--- src/rtl/maze_generator_if.sv ---
// Maze generator bus: random-byte feed, start/busy handshake and the two
// wall vectors consumed by scene drawing and player movement.
interface maze_generator_if;
   logic [7:0]   rnd;
   logic         start;
   logic         busy;
   logic [159:0] h_walls;
   logic [164:0] v_walls;

   modport master (output rnd, output start, input busy, input h_walls, input v_walls);
   modport slave  (input rnd, input start, output busy, output h_walls, output v_walls);
endinterface

--- src/rtl/maze_generator.sv ---
// Sidewinder maze generator for the fixed 10x15 playfield, one cell carved
// per clock. Walls start all-set on CLEAR and are knocked down during CARVE.
// Optional feature macro: MAZE_GEN_LOOPS_EN (extra north openings => loops).
module maze_generator (
   input  logic            clk,
   input  logic            rst,
   maze_generator_if.slave bus
);

   typedef enum logic [1:0] {
      S_IDLE  = 2'd0,
      S_CLEAR = 2'd1,
      S_CARVE = 2'd2
   } state_t;

   state_t       r_state;
   state_t       w_next_state;

   logic [3:0]   r_x;
   logic [3:0]   r_y;
   logic [3:0]   r_run_start;
   logic [159:0] r_h_walls;
   logic [164:0] r_v_walls;

   logic         w_busy;
   logic         w_clear;
   logic         w_carve;
   logic         w_last_cell;
   logic         w_close;
   logic         w_v_clr;
   logic [7:0]   w_v_idx;
   logic         w_h_clr;
   logic [7:0]   w_h_idx;
   logic         w_loop_clr;
   logic [7:0]   w_loop_idx;

   // Column inside the current run that gets the northward opening:
   // run_start + floor(frac * run_len / 128), always <= x.
   function automatic logic [3:0] pick_k(input logic [3:0] run_start,
                                         input logic [3:0] x,
                                         input logic [6:0] frac);
      logic [3:0]  run_len;
      logic [10:0] prod;
      run_len = x - run_start + 4'd1;
      prod    = {4'd0, frac} * {7'd0, run_len};
      return run_start + 4'(prod >> 7);
   endfunction

   // Bit index of the wall above cell (x,y).
   function automatic logic [7:0] h_index(input logic [3:0] y, input logic [3:0] x);
      return {4'd0, y} * 8'd10 + {4'd0, x};
   endfunction

   // Bit index of the wall left of column x in row y (x may be 10).
   function automatic logic [7:0] v_index(input logic [3:0] y, input logic [3:0] x);
      return {4'd0, y} * 8'd11 + {4'd0, x};
   endfunction

   assign w_last_cell = (r_x == 4'd9) && (r_y == 4'd14);

   // State register
   always_ff @(posedge clk) begin
      if (rst) r_state <= S_IDLE;
      else     r_state <= w_next_state;
   end

   // Next-state logic: start is only looked at while idle
   always_comb begin
      w_next_state = r_state;
      case (r_state)
         S_IDLE:  if (bus.start) w_next_state = S_CLEAR;
         S_CLEAR: w_next_state = S_CARVE;
         S_CARVE: if (w_last_cell) w_next_state = S_IDLE;
         default: w_next_state = S_IDLE;
      endcase
   end

   // State decode into busy and datapath strobes
   always_comb begin
      w_busy  = 1'b0;
      w_clear = 1'b0;
      w_carve = 1'b0;
      case (r_state)
         S_CLEAR: begin w_busy = 1'b1; w_clear = 1'b1; end
         S_CARVE: begin w_busy = 1'b1; w_carve = 1'b1; end
         default: ;
      endcase
   end

   // Carve decision for the current cell from the live random byte
   always_comb begin
      w_close    = 1'b0;
      w_v_clr    = 1'b0;
      w_v_idx    = '0;
      w_h_clr    = 1'b0;
      w_h_idx    = '0;
      w_loop_clr = 1'b0;
      w_loop_idx = '0;
      if (r_y == 4'd0) begin
         // Top row is one long corridor; the east border stays closed.
         w_v_clr = (r_x != 4'd9);
         w_v_idx = v_index(4'd0, r_x + 4'd1);
      end else begin
         w_close = (r_x == 4'd9) | bus.rnd[0];
         if (w_close) begin
            w_h_clr = 1'b1;
            w_h_idx = h_index(r_y, pick_k(r_run_start, r_x, bus.rnd[7:1]));
         end else begin
            w_v_clr = 1'b1;
            w_v_idx = v_index(r_y, r_x + 4'd1);
`ifdef MAZE_GEN_LOOPS_EN
            w_loop_clr = (r_y >= 4'd2) && (bus.rnd[7:4] == 4'hF);
            w_loop_idx = h_index(r_y, r_x);
`endif
         end
      end
   end

   // Wall storage and carve cursor
   always_ff @(posedge clk) begin
      if (rst) begin
         r_h_walls   <= '1;
         r_v_walls   <= '1;
         r_x         <= 4'd0;
         r_y         <= 4'd0;
         r_run_start <= 4'd0;
      end else if (w_clear) begin
         r_h_walls   <= '1;
         r_v_walls   <= '1;
         r_x         <= 4'd0;
         r_y         <= 4'd0;
         r_run_start <= 4'd0;
      end else if (w_carve) begin
         if (w_v_clr)    r_v_walls[w_v_idx]    <= 1'b0;
         if (w_h_clr)    r_h_walls[w_h_idx]    <= 1'b0;
         if (w_loop_clr) r_h_walls[w_loop_idx] <= 1'b0;
         if (w_close)    r_run_start <= (r_x == 4'd9) ? 4'd0 : r_x + 4'd1;
         if (r_x == 4'd9) begin
            r_x <= 4'd0;
            r_y <= w_last_cell ? 4'd0 : r_y + 4'd1;
         end else begin
            r_x <= r_x + 4'd1;
         end
      end
   end

   assign bus.busy    = w_busy;
   assign bus.h_walls = r_h_walls;
   assign bus.v_walls = r_v_walls;

endmodule

--- src/flat_wrapper.sv ---
// flat-port wrapper written by rule: the top's interface ports become plain ports
module maze_generator_flat 
  (clk, rst, bus_rnd, bus_start, bus_busy, bus_h_walls, bus_v_walls);
  maze_generator_if bus_i ();
  input  logic clk;
  input  logic rst;
  input wire logic [$bits(bus_i.rnd)-1:0] bus_rnd;
  input wire logic [$bits(bus_i.start)-1:0] bus_start;
  output wire logic [$bits(bus_i.busy)-1:0] bus_busy;
  output wire logic [$bits(bus_i.h_walls)-1:0] bus_h_walls;
  output wire logic [$bits(bus_i.v_walls)-1:0] bus_v_walls;
  assign bus_i.rnd = bus_rnd;
  assign bus_i.start = bus_start;
  assign bus_busy = bus_i.busy;
  assign bus_h_walls = bus_i.h_walls;
  assign bus_v_walls = bus_i.v_walls;
  maze_generator u_core (.clk(clk), .rst(rst), .bus(bus_i));
endmodule
--- config.mk ---
export PLATFORM = sky130hd
export DESIGN_NAME = maze_generator_flat
export DESIGN_NICKNAME = d
export VERILOG_FILES = /design/src/rtl/maze_generator_if.sv /design/src/rtl/maze_generator.sv /design/src/flat_wrapper.sv
export SDC_FILE = /design/constraint.sdc
export NUM_CORES = 1
export LEC_CHECK = 0
export CORE_MARGIN = 5
export CORE_UTILIZATION = 28
export DETAILED_ROUTE_END_ITERATION = 12
export GPL_ROUTABILITY_DRIVEN = 1
export SLEW_MARGIN = 40
export SYNTH_ARGS = -nofsm -noshare
export SYNTH_HDL_FRONTEND = slang
export SYNTH_SLANG_ARGS = --single-unit
--- constraint.sdc ---
create_clock -name clk -period 9.4 [get_ports clk]
set_input_delay 1.88 -clock clk [delete_from_list [all_inputs] [get_ports clk]]
set_output_delay 1.88 -clock clk [all_outputs]
set_load 0.05 [all_outputs]
==> impl_metrics.json <==
{
  "grt_antenna_before_repair": 0,
  "drv_slew": 0,
  "synthCells": 1338,
  "switching_share_pct": 22.4,
  "hold_start": "u_core.bus.h_walls[37]",
  "diodes": 0,
  "synthFlopType": "dfxtp_1",
  "drt_iter0_markers": 711,
  "drt.antenna.violating_nets": 0,
  "p_leak_uw": 0.00668,
  "total_power_uw": 2980,
  "vias": 11500,
  "p_comb_share_pct": 3.7,
  "drc": 0,
  "cp_max_fo": 25,
  "crit_start": "u_core.r_x[1]",
  "synth-edff-count": 0,
  "pin_count": 337,
  "period_minus_slack_ns": 7.84,
  "synth_seq_cells": 339,
  "hold_buffers": 0,
  "clock_latency_ns": 0.53,
  "syn_area_per_cell_um2": 9.98,
  "mappedNetlistArea_um2": 13300,
  "dr.pass1.iters": 5,
  "async_flop_share_pct": 0,
  "layoutNonFillerInstCount": 2257,
  "crit_path_end_kind": "flip-flop",
  "slowest_delay_ns": 0.55,
  "fill_cells": 4729,
  "cts_buffers": 37,
  "fmax_mhz": 128,
  "rows": 80,
  "dieArea_um2": 52100,
  "setup_tns_ns": 0,
  "crit_type": "flip-flop to flip-flop",
  "dp_hpwl_um": 33100,
  "switchingPower_uw": 666,
  "grtUsageTotal_pct": 17.1,
  "routed_wl_um": 46700,
  "clk_pin_slew_ns": 0.06,
  "p_seq_share_pct": 48.3,
  "clockPowerShare_pct": 48.0,
  "cts_resized": 0,
  "yosysUniqueCellTypes": 67,
  "grt_max_degree": 97,
  "cts_setup_buffers": 0,
  "die_x_um": 228,
  "post_drt_wl_per_cell_um": 20.7,
  "rsz0062_at_grt": "false",
  "yosys_warnings": 0,
  "yosysSeqAreaShare_pct": 50.8,
  "cellPowerDensity_nw_per_um2": 162,
  "die-height_um": 228,
  "syn_to_final_growth_pct": 37.6,
  "clk_root_buffer_cell": "clkbuf_16",
  "cp.required_ns": 9.80,
  "clock_path_buffers": 3,
  "drv_cap": 0,
  "status": "completed",
  "final_hold_viol_count": 0,
  "arrival_ns": 8.24,
  "port_buffers": 336,
  "slowest_stage": "fa_1",
  "relSlewSlack_pct": 43.0,
  "routabilityCongestion": 0.822,
  "dp_slack_ns": 1.19,
  "grt_pass1_wl_um": 71400,
  "start_util_pct": 28.1,
  "tightest_slew_ns": 0.847,
  "worstHoldPathType": "flip-flop to flip-flop",
  "grt_pass1_vias": 11400,
  "setup_viol": 0,
  "coreArea_um2": 47400,
  "fin_worst_skew_ns": 0.0221,
  "irDropWorstVdd_v": 0.000133,
  "final_nets": 1692,
  "rr_startpoint": "u_core.r_x[1]",
  "avgViaCountPerCell": 5.11,
  "p_int_uw": 2310,
  "cts_tree": "built",
  "startpoint_type": "flip-flop",
  "synth_nets": 1413,
  "clock_sinks": 339,
  "dp.cells": 2193,
  "finalCritPeriodShare_pct": 83.4,
  "worst_slack_ns": 1.56,
  "htree_levels": 2,
  "grt-ovfl-total": 0,
  "drive_gt1_share_pct": 6.09
}
## state kept, by name, indices dropped and copies added, names as in the netlist
register            cells
u_core.r_y              4
u_core.bus.v_walls    165
u_core.r_state          2
u_core.bus.h_walls    160
u_core.r_x              4
u_core.r_run_start      4
## stage by stage
stage	instance area, um^2	util, %	hold slack [ns]
2_1_floorplan	13300	-	0.449
3_3_place_gp	17100	36.1	0.440
3_5_place_dp	17200	36.2	0.447
4_1_cts	18400	38.7	0.455
5_1_grt	18400	38.7	0.473
6_report	18400	38.7	0.454
## power by group through the flow
stage / clock [uW] / sequential [uW] / combinational, uW
floorplan: 0 / 1470 / 77.8
global placement: 0 / 1470 / 107
detailed placement: 0 / 1470 / 110
CTS: 1470 / 1440 / 110
global route: 1530 / 1440 / 120
finish: 1430 / 1440 / 110
## cells by family (layout without fill, tap and decap cells)
| group | after synthesis | count (layout) | share of synthesized area, % |
|---|---|---|---|
| fa+ha+maj | 64 | 64 | 6.90 |
| flops | 339 | 339 | 50.8 |
| xor+xnor | 25 | 25 | 1.64 |
| buf+inv | 148 | 452 | 4.55 |
| compound gates | 392 | 392 | 22.8 |
| simple gates | 368 | 368 | 13.1 |
| mux | 2 | 2 | 0.187 |
## metal layers
layer / up-vias / share of wire [%] / global-route usage (%)
met3: 50 / 9.3 / 6.61
met1: 5638 / 45 / 22.5
met5: - / 0 / 0
li1: 5418 / - / -
met4: 0 / 1.8 / 3.76
met2: 432 / 44 / 26.8
## area by class of cell
cell class	count	area, um^2	area share (%)
Timing Repair Buffer	351	3490	19.0
Clock inverter	9	115	0.627
Clock buffer	55	1070	5.85
Tap cell	615	769	4.19
Multi-Input combinational cell	851	5980	32.6
Inverter	37	139	0.756
Sequential cell	339	6790	37.0
## cell usage after synthesis, drive strengths merged, types with 4 or more instances
master	instances	area, um^2
dfxtp	339	6790
nand2	132	500
o22a	119	1040
nor2	109	409
a21oi	83	434
clkbuf	83	312
o31ai	82	616
o32a	58	581
ha	48	601
inv	37	139
buf	27	148
and2	25	159
nand3	18	100
fa	16	320
xnor2	15	131
and3	12	85.1
nand2b	12	75.1
nor3	12	60.1
a31oi	11	68.8
o21ai	11	55.1
xor2	10	87.6
nor3b	7	67.6
or2	7	43.8
nand4	6	37.5
a21o	5	37.5
nor4	5	31.3
nor2b	4	25.0
or3b	4	35.0
or4	4	30.0
## worst max-delay path, delay by kind of cell (launching register included)
family | cells | cell delay [ns]
DFF | 1 | 0.38
AOI/OAI and AO/OA | 9 | 2.01
xor gates and xnor gates | 6 | 1.17
buffers and inverters | 4 | 0.48
and+or+nand+nor | 4 | 0.88
adders and majority gates | 8 | 2.80
## worst paths after layout
check	end	slack (ns)	cells after the start
hold / removal	u_core.bus.h_walls[37]	0.45	2
setup reg to reg	u_core.bus.h_walls[69]	1.56	31
hold reg to reg	u_core.bus.h_walls[37]	0.45	2
setup / recovery	u_core.bus.h_walls[69]	1.56	31
## cell usage in the layout, fill, tap and decap left out, types with 4 or more instances in the layout
master / instances
and3_1: 10
nor4_1: 5
a21o_1: 5
nand3_1: 16
clkdlybuf4s50_1: 336
and2_1: 23
nand4_1: 6
xnor2_1: 15
nor3_1: 11
ha_1: 48
clkbuf_16: 37
buf_6: 5
xor2_1: 10
inv_1: 37
o32a_1: 58
o21ai_0: 11
nand2_1: 128
a21oi_1: 78
nor2_1: 108
clkbuf_1: 10
nand2_2: 4
or4_1: 4
fa_1: 16
nand2b_1: 12
nor3b_1: 4
clkbuf_8: 8
dfxtp_1: 339
o31ai_1: 82
a31oi_1: 11
buf_4: 10
o22a_1: 119
a21oi_2: 5
nor2b_1: 4
No activity file was read; power rests on OpenSTA's default activity.
